===== src/rtl/instr_fetch_sequencer.sv =====
// Byte-serial instruction fetch: four req/ack byte reads assembled little-endian into one word,
// handed to decode over valid/ready. Optional perf counters behind `FETCH_PERF_CNT_EN.
module instr_fetch_sequencer #(
    parameter int unsigned            ADDR_WIDTH  = 64,
    parameter int unsigned            INSTR_WIDTH = 32,
    parameter logic [ADDR_WIDTH-1:0]  RESET_PC    = '0
) (
    input  logic                   clk,
    input  logic                   resetN,
    output logic                   memReq,
    output logic [ADDR_WIDTH-1:0]  memAddr,
    input  logic                   memAck,
    input  logic [7:0]             memData,
    output logic [INSTR_WIDTH-1:0] instr,
    output logic [ADDR_WIDTH-1:0]  instrPc,
    output logic                   instrValid,
    input  logic                   instrReady,
    input  logic                   redirect,
    input  logic [ADDR_WIDTH-1:0]  redirectPc,
    input  logic                   stall
`ifdef FETCH_PERF_CNT_EN
    ,
    output logic [31:0]            fetchCount,
    output logic [31:0]            redirectCount,
    output logic [31:0]            stallCount
`endif
);

    typedef enum logic {StFetch, StHold} state_e;

    state_e                  state_q;
    logic [ADDR_WIDTH-1:0]   pc_q;
    logic [1:0]              byte_idx_q;
    logic                    byte_ack;
    logic                    accept;

    // Request is a live function of stall so a stalled cycle never issues a read.
    assign memReq   = resetN & (state_q == StFetch) & ~stall;
    assign memAddr  = pc_q + ADDR_WIDTH'(byte_idx_q);
    assign byte_ack = memReq & memAck;
    assign accept   = instrValid & instrReady & ~redirect;

    always_ff @(posedge clk or negedge resetN) begin
        if (!resetN) begin
            state_q    <= StFetch;
            pc_q       <= RESET_PC;
            byte_idx_q <= 2'd0;
            instr      <= '0;
            instrPc    <= '0;
            instrValid <= 1'b0;
        end else if (redirect) begin
            // Redirect outranks everything: a coincident ack or acceptance is dropped.
            state_q    <= StFetch;
            pc_q       <= redirectPc;
            byte_idx_q <= 2'd0;
            instrValid <= 1'b0;
        end else begin
            unique case (state_q)
                StFetch: begin
                    if (byte_ack) begin
                        instr[{byte_idx_q, 3'b000} +: 8] <= memData;
                        if (byte_idx_q == 2'd3) begin
                            instrPc    <= pc_q;
                            instrValid <= 1'b1;
                            pc_q       <= pc_q + ADDR_WIDTH'(4);
                            byte_idx_q <= 2'd0;
                            state_q    <= StHold;
                        end else begin
                            byte_idx_q <= byte_idx_q + 2'd1;
                        end
                    end
                end
                StHold: begin
                    if (instrReady) begin
                        instrValid <= 1'b0;
                        state_q    <= StFetch;
                    end
                end
            endcase
        end
    end

`ifdef FETCH_PERF_CNT_EN
    logic stall_cycle;
    assign stall_cycle = ((state_q == StFetch) & stall) | ((state_q == StHold) & ~instrReady);

    always_ff @(posedge clk or negedge resetN) begin
        if (!resetN) begin
            fetchCount    <= 32'd0;
            redirectCount <= 32'd0;
            stallCount    <= 32'd0;
        end else begin
            if (accept) begin
                fetchCount <= fetchCount + 32'd1;
            end
            if (redirect) begin
                redirectCount <= redirectCount + 32'd1;
            end
            if (stall_cycle) begin
                stallCount <= stallCount + 32'd1;
            end
        end
    end
`else
    logic unused_accept;
    assign unused_accept = accept;
`endif

endmodule


===== config.mk =====
export PLATFORM = sky130hd
export DESIGN_NAME = instr_fetch_sequencer
export DESIGN_NICKNAME = d
export VERILOG_FILES = /design/src/rtl/instr_fetch_sequencer.sv
export SDC_FILE = /design/constraint.sdc
export NUM_CORES = 1
export LEC_CHECK = 0
export ABC_AREA = 0
export ABC_CLOCK_PERIOD_IN_PS = 9100
export BUFFER_PORTS_ARGS = -buffer_cell sky130_fd_sc_hd__buf_2
export CAP_MARGIN = 15
export CORE_ASPECT_RATIO = 0.9
export CORE_MARGIN = 2
export CORE_UTILIZATION = 40
export CTS_CLUSTER_SIZE = 30
export DETAILED_ROUTE_END_ITERATION = 8
export GPL_TIMING_DRIVEN = 0
export PLACE_DENSITY = 0.72
export RECOVER_POWER = 100
export SLEW_MARGIN = 20
export SYNTH_ARGS = -nofsm -noshare
export SYNTH_HDL_FRONTEND = slang
export SYNTH_SLANG_ARGS = --single-unit

===== constraint.sdc =====
create_clock -name clk -period 9.1 [get_ports clk]
set_clock_uncertainty 0.2 [all_clocks]
set_input_delay 1.82 -clock clk [delete_from_list [all_inputs] [get_ports clk]]
set_output_delay 1.82 -clock clk [all_outputs]
set_load 0.02 [all_outputs]

After elaboration in Yosys (flattened, before gate mapping)
Cells that the tools add are included.
{"block": "op_classes", "addsub": 4, "n_eq_ne": 5, "bitwise_logic": 6, "mux": 19, "shifts": 2, "reduce_logical": 7}
{"cell": "$mux W64", "n": 4}
{"cell": "$add A64 B2 Y64", "n": 1}
{"cell": "$add A64 B3 Y64 const B", "n": 1}
{"cell": "$bwmux W32", "n": 1}
{"cell": "$shift A8 B7 Y32 const A", "n": 1}
{"cell": "$shiftx A8 B7 Y32", "n": 1}
{"cell": "$reduce_and A3 Y1", "n": 3}
{"cell": "$mux W1", "n": 8}
{"cell": "$mux W2", "n": 4}
{"cell": "$neg A5 Y7", "n": 1}
{"cell": "$ne A3 B3 Y1 const B", "n": 2}
{"cell": "$pmux W1 S2", "n": 2}
{"cell": "$reduce_and A4 Y1", "n": 1}
{"cell": "$reduce_bool A2 Y1", "n": 2}
{"cell": "$and A1 B1 Y1", "n": 3}
{"cell": "$ne A3 B2 Y1 const B", "n": 1}
{"cell": "$not A1 Y1", "n": 3}
{"cell": "$add A2 B1 Y2 const B", "n": 1}
{"cell": "$eq A2 B2 Y1 const B", "n": 1}
{"cell": "$ne A2 B2 Y1 const B", "n": 1}
{"cell": "$reduce_and A2 Y1", "n": 1}
{"block": "totals", "reg_bits": 164, "word_cells": 49, "out_inout_bits": 162, "inputBits": 78}

Longest topological paths before layout
{"block": "logic_depth", "depth_word": 7, "depth_mapped": 7}

Worst setup path after synthesis
No wires, ideal clock.
{"block": "synth_path", "path_kind": "register -> output", "start": "register byte_idx_q[0]", "end": "output memAddr[48]", "stages_incl_launch_ff": 8, "arrival_time_ns": 2.558, "path_slack_ns": 4.522, "required_time_ns": 7.080, "n_path_buf": 0, "path_cell_list": "dfrtp_1 > ha_1 > inv_1 > fa_1 > nor3_1 > nand4_1 > nor2_1 > xor2_1"}
{"block": "synth_via", "elab_chain_len": 1}
{"item": "start: declaration", "line": "33", "source": "logic [1:0] byte_idx_q;"}
{"item": "start signal: assignment", "line": "69", "source": "byte_idx_q <= byte_idx_q + 2'd1;"}
{"item": "$add A64 B2 Y64", "line": "39", "source": "assign memAddr = pc_q + ADDR_WIDTH'(byte_idx_q);"}
{"item": "end: declaration", "line": "11", "source": "output logic [ADDR_WIDTH-1:0] memAddr,"}
No other way between the ends.

Worst setup path in the final report
{"block": "layout_path", "start": "register byte_idx_q[0]", "end": "output memAddr[44]"}
The elaborated chain is that of the path after synthesis.

==> summary.md <==
| Metric | Value |
|---|---|
| Area of the die | `24200 um2` |
| Last weighted congestion value of the routability-driven placer | `0.955` |
| Core region area | `22500 um2` |
| Type of destination of the critical path | `output port` |
| Total standard cell area after synthesis | `9170 um2` |
| RSZ-0062 raised after global routing | `no` |
| Critical path fanouts, max | `9` |
| Post-route DRC | `0` |
| CP Data Arrival Time | `4380 ps` |
| # IOs | `240` |
| Clock insertion delay at the later pin of the skew report | `440 ps` |
| Worst-case register-to-register setup slack | `5390 ps` |
| Die boundary height | `148 um` |
| Die span in x | `164 um` |
| Vias in the first global route | `8391` |
| Final setup fails | `0` |
| Post-synth top cells | `dfrtp_1 (164), nand2_1 (159), nand3_1 (75)` |
| Post-synthesis cell count | `984` |
| Fillers | `2281` |
| Count of hold-fix buffers inserted at cts | `0` |
| Cell type with the largest total area after synthesis | `dfrtp_1` |
| GRT Total Usage | `25.9%` |
| Final critical delay including setup and external delays | `6400 ps` |
| Iteration-0 DRC count of the detailed router | `921` |
| Deepest level of the CTS H-tree | `4` |
| CTS Buf Count | `17` |
| Pre-Repair DR Iteration Count | `5` |
| First-pass GRT wire length | `47600 um` |
| Starting utilization of the core area | `40.7%` |
| Maximum clock rate | `156 MHz` |
| Initial antenna violation count | `4` |
| Resize count post-CTS | `0` |
| Reg-to-reg startpoint | `byte_idx_q[0]` |
| Number of pins with negative max-slew slack in the final report | `6` |
| Fraction of final layout cells with drive strength greater than 1 | `16.9%` |
| Beginning of the critical path | `byte_idx_q[0]` |
| Element type at the critical path start | `register` |
| Worst hold path class | `register to register` |
| Buffers added on ports | `239` |
| Worst IR Drop VDD | `0.000110 V` |
| Count of synthesis-stage warnings from yosys | `0` |
| Number of cells traversed by the worst register-to-register path | `6` |
| Worst Setup EP | `memAddr[44]` |
| Deepest clock path buffer count | `2` |
| Clock root buffer master | `clkbuf_16` |
| Cell with the most instances after synthesis | `dfrtp_1` |
| Slew at the pin closest to its max-slew limit | `1650 ps` |
| Largest net degree at the start of global routing | `100` |
| Pleak | `4.78 nW` |
| Number of rows in the core area | `52` |
| Worst hold slack | `270 ps` |
| Beginning of the worst hold path | `instr[20]` |
| #FFs+latches synth | `164` |
| Hold Fails Final Rpt | `0` |
| Net Count, Synth | `1072` |
| Clock tree from TritonCTS | `built` |
| Max-cap viol count | `1` |
| Footprint of the multi-input gates | `4640 um2` |
| Setup total negative slack | `0 ps` |
| Clk slew on worst S/H paths | `60 ps` |
| Number of vias per cell | `5.63` |
| Synthesized area divided by synthesized cell count | `9.32 um2` |
| Leading post-synthesis cells by cell area | `dfrtp_1 (45%), mux2_2 (7.4%), nand2_1 (6.5%), xnor2_1 (5.4%), nand3_1 (4.1%)` |
| Count of nets left with antenna violations after detail routing | `0` |
| Number of nets in the layout | `1331` |
| CP required | `7080 ps` |
| Average routed wire per standard cell | `20.1 um` |
| Number of flops mapped to enable cells by yosys | `0` |
| Final WL | `31300 um` |
| Register area | `4100 um2` |
| Number of sinks handled by clock tree synthesis | `164` |
| Ys async rst share | `100%` |
| Fraction of the yosys area taken by sequential cells | `44.8%` |
| Post-route fraction of the period consumed by the critical path | `70.3%` |
| Netlist cell types | `60` |
| Outcome | `finished with violations` |
| Endpoint of the worst-slack reg-to-reg timing path | `pc_q[51]` |
| Pwr Density | `164 nW/um2` |
| Number of buffers inserted to repair setup after CTS | `0` |
| HPWL after DPL | `23100 um` |
| Relative slew slack | `-11.2%` |
| Critical setup path kind | `register to output port` |
| Proportion of netlist area held by the largest area contributor | `44.8%` |
| Overall overflow remaining after global route | `0` |
| Layout area overhead | `21.3%` |
| Via count | `8759` |
| Primary FF master, synth | `dfrtp_1` |
| Failing checks | `max-capacitance violations, max-slew violations` |
worst min-delay path by stage:
stage | end | slack [ps] | cells after the start
2_1_floorplan | pc_q[0] | 310 | 1
3_3_place_gp | instr[3] | 250 | 2
3_5_place_dp | instr[20] | 250 | 2
4_1_cts | instr[20] | 270 | 2
5_1_grt | instr[23] | 300 | 2
6_report | instr[20] | 270 | 2
power by group:
part           switching [W]  leakage (nW)  total (W)  internal [W]
sequential         0.0000339          2.14   0.000798      0.000764
combinational       0.000206          2.35   0.000300     0.0000935
clock               0.000324         0.288   0.000728      0.000403
routing by layer:
metal	part of all wire [%]	track usage [%]	routed length (um)	up-vias
li1	-	-	-	3978
met1	42	35.6	13000	4169
met2	44	37.9	13800	528
met3	11	7.41	3350	84
met4	3.8	11.3	1180	0
met5	0	0	0	-
cell families after synthesis:
group / after synthesis / share of synthesized area [%]
and+or+nand+nor: 476 / 26.9
DFF: 164 / 44.8
xor gates and xnor gates: 99 / 9.46
AOI/OAI and AO/OA: 87 / 5.58
buffers and inverters: 84 / 4.09
muxes: 64 / 7.80
adders and majority gates: 10 / 1.45
final cells by class:
cell class	count	area share (%)
Multi-Input combinational cell	736	41.8
Sequential cell	164	36.9
Timing Repair Buffer	240	9.32
Clock buffer	20	4.20
Tap cell	297	3.34
Buffer	69	2.82
Clock inverter	12	1.06
Inverter	15	0.506
Antenna cell	4	0.0900
sequential cells by signal, summed over array words and instances, names as in the netlist:
register,count
pc_q,64
instrPc,64
instr,32
byte_idx_q,2
instrValid,1
state_q,1
critical path, stage by stage (launching register included):
cell and delay [ps]:
dfrtp_1 530, ha_1 240, inv_1 60, fa_1 490, nor3_1 1130, nand4_1 720
nor2_1 300, xnor2_1 190, clkbuf_1 260
through the flow:
stage / instances / area [um2] / setup slack [ps] / power (W) / utilization [%]
6_report: 1557 / 11100 / 2700 / 0.00183 / 49.4
5_1_grt: 1557 / 11100 / 2460 / 0.00190 / 49.4
4_1_cts: 1553 / 11400 / 3430 / 0.00184 / 50.5
3_5_place_dp: 1521 / 10800 / 3580 / 0.00112 / 47.9
3_3_place_gp: 1520 / 10700 / 1190 / 0.00111 / 47.7
2_1_floorplan: 984 / 9170 / 4520 / 0.000987 / -
cell usage in the layout (no fill, tap or decap), drive strengths merged, types with 10 or more instances in the layout:
cell type | netlist | layout
o21ai | 51 | 51
xor2 | 42 | 42
or3 | 10 | 10
nor3 | 29 | 29
nand4 | 45 | 45
nand2 | 159 | 159
nor4 | 34 | 34
nor2 | 60 | 60
buf | 32 | 109
mux2 | 60 | 60
xnor2 | 57 | 57
dfrtp | 164 | 164
a31oi | 11 | 11
nand3 | 77 | 77
or4 | 13 | 13
inv | 15 | 20
clkbuf | 37 | 220
No activity file was read; power rests on OpenSTA's default activity.
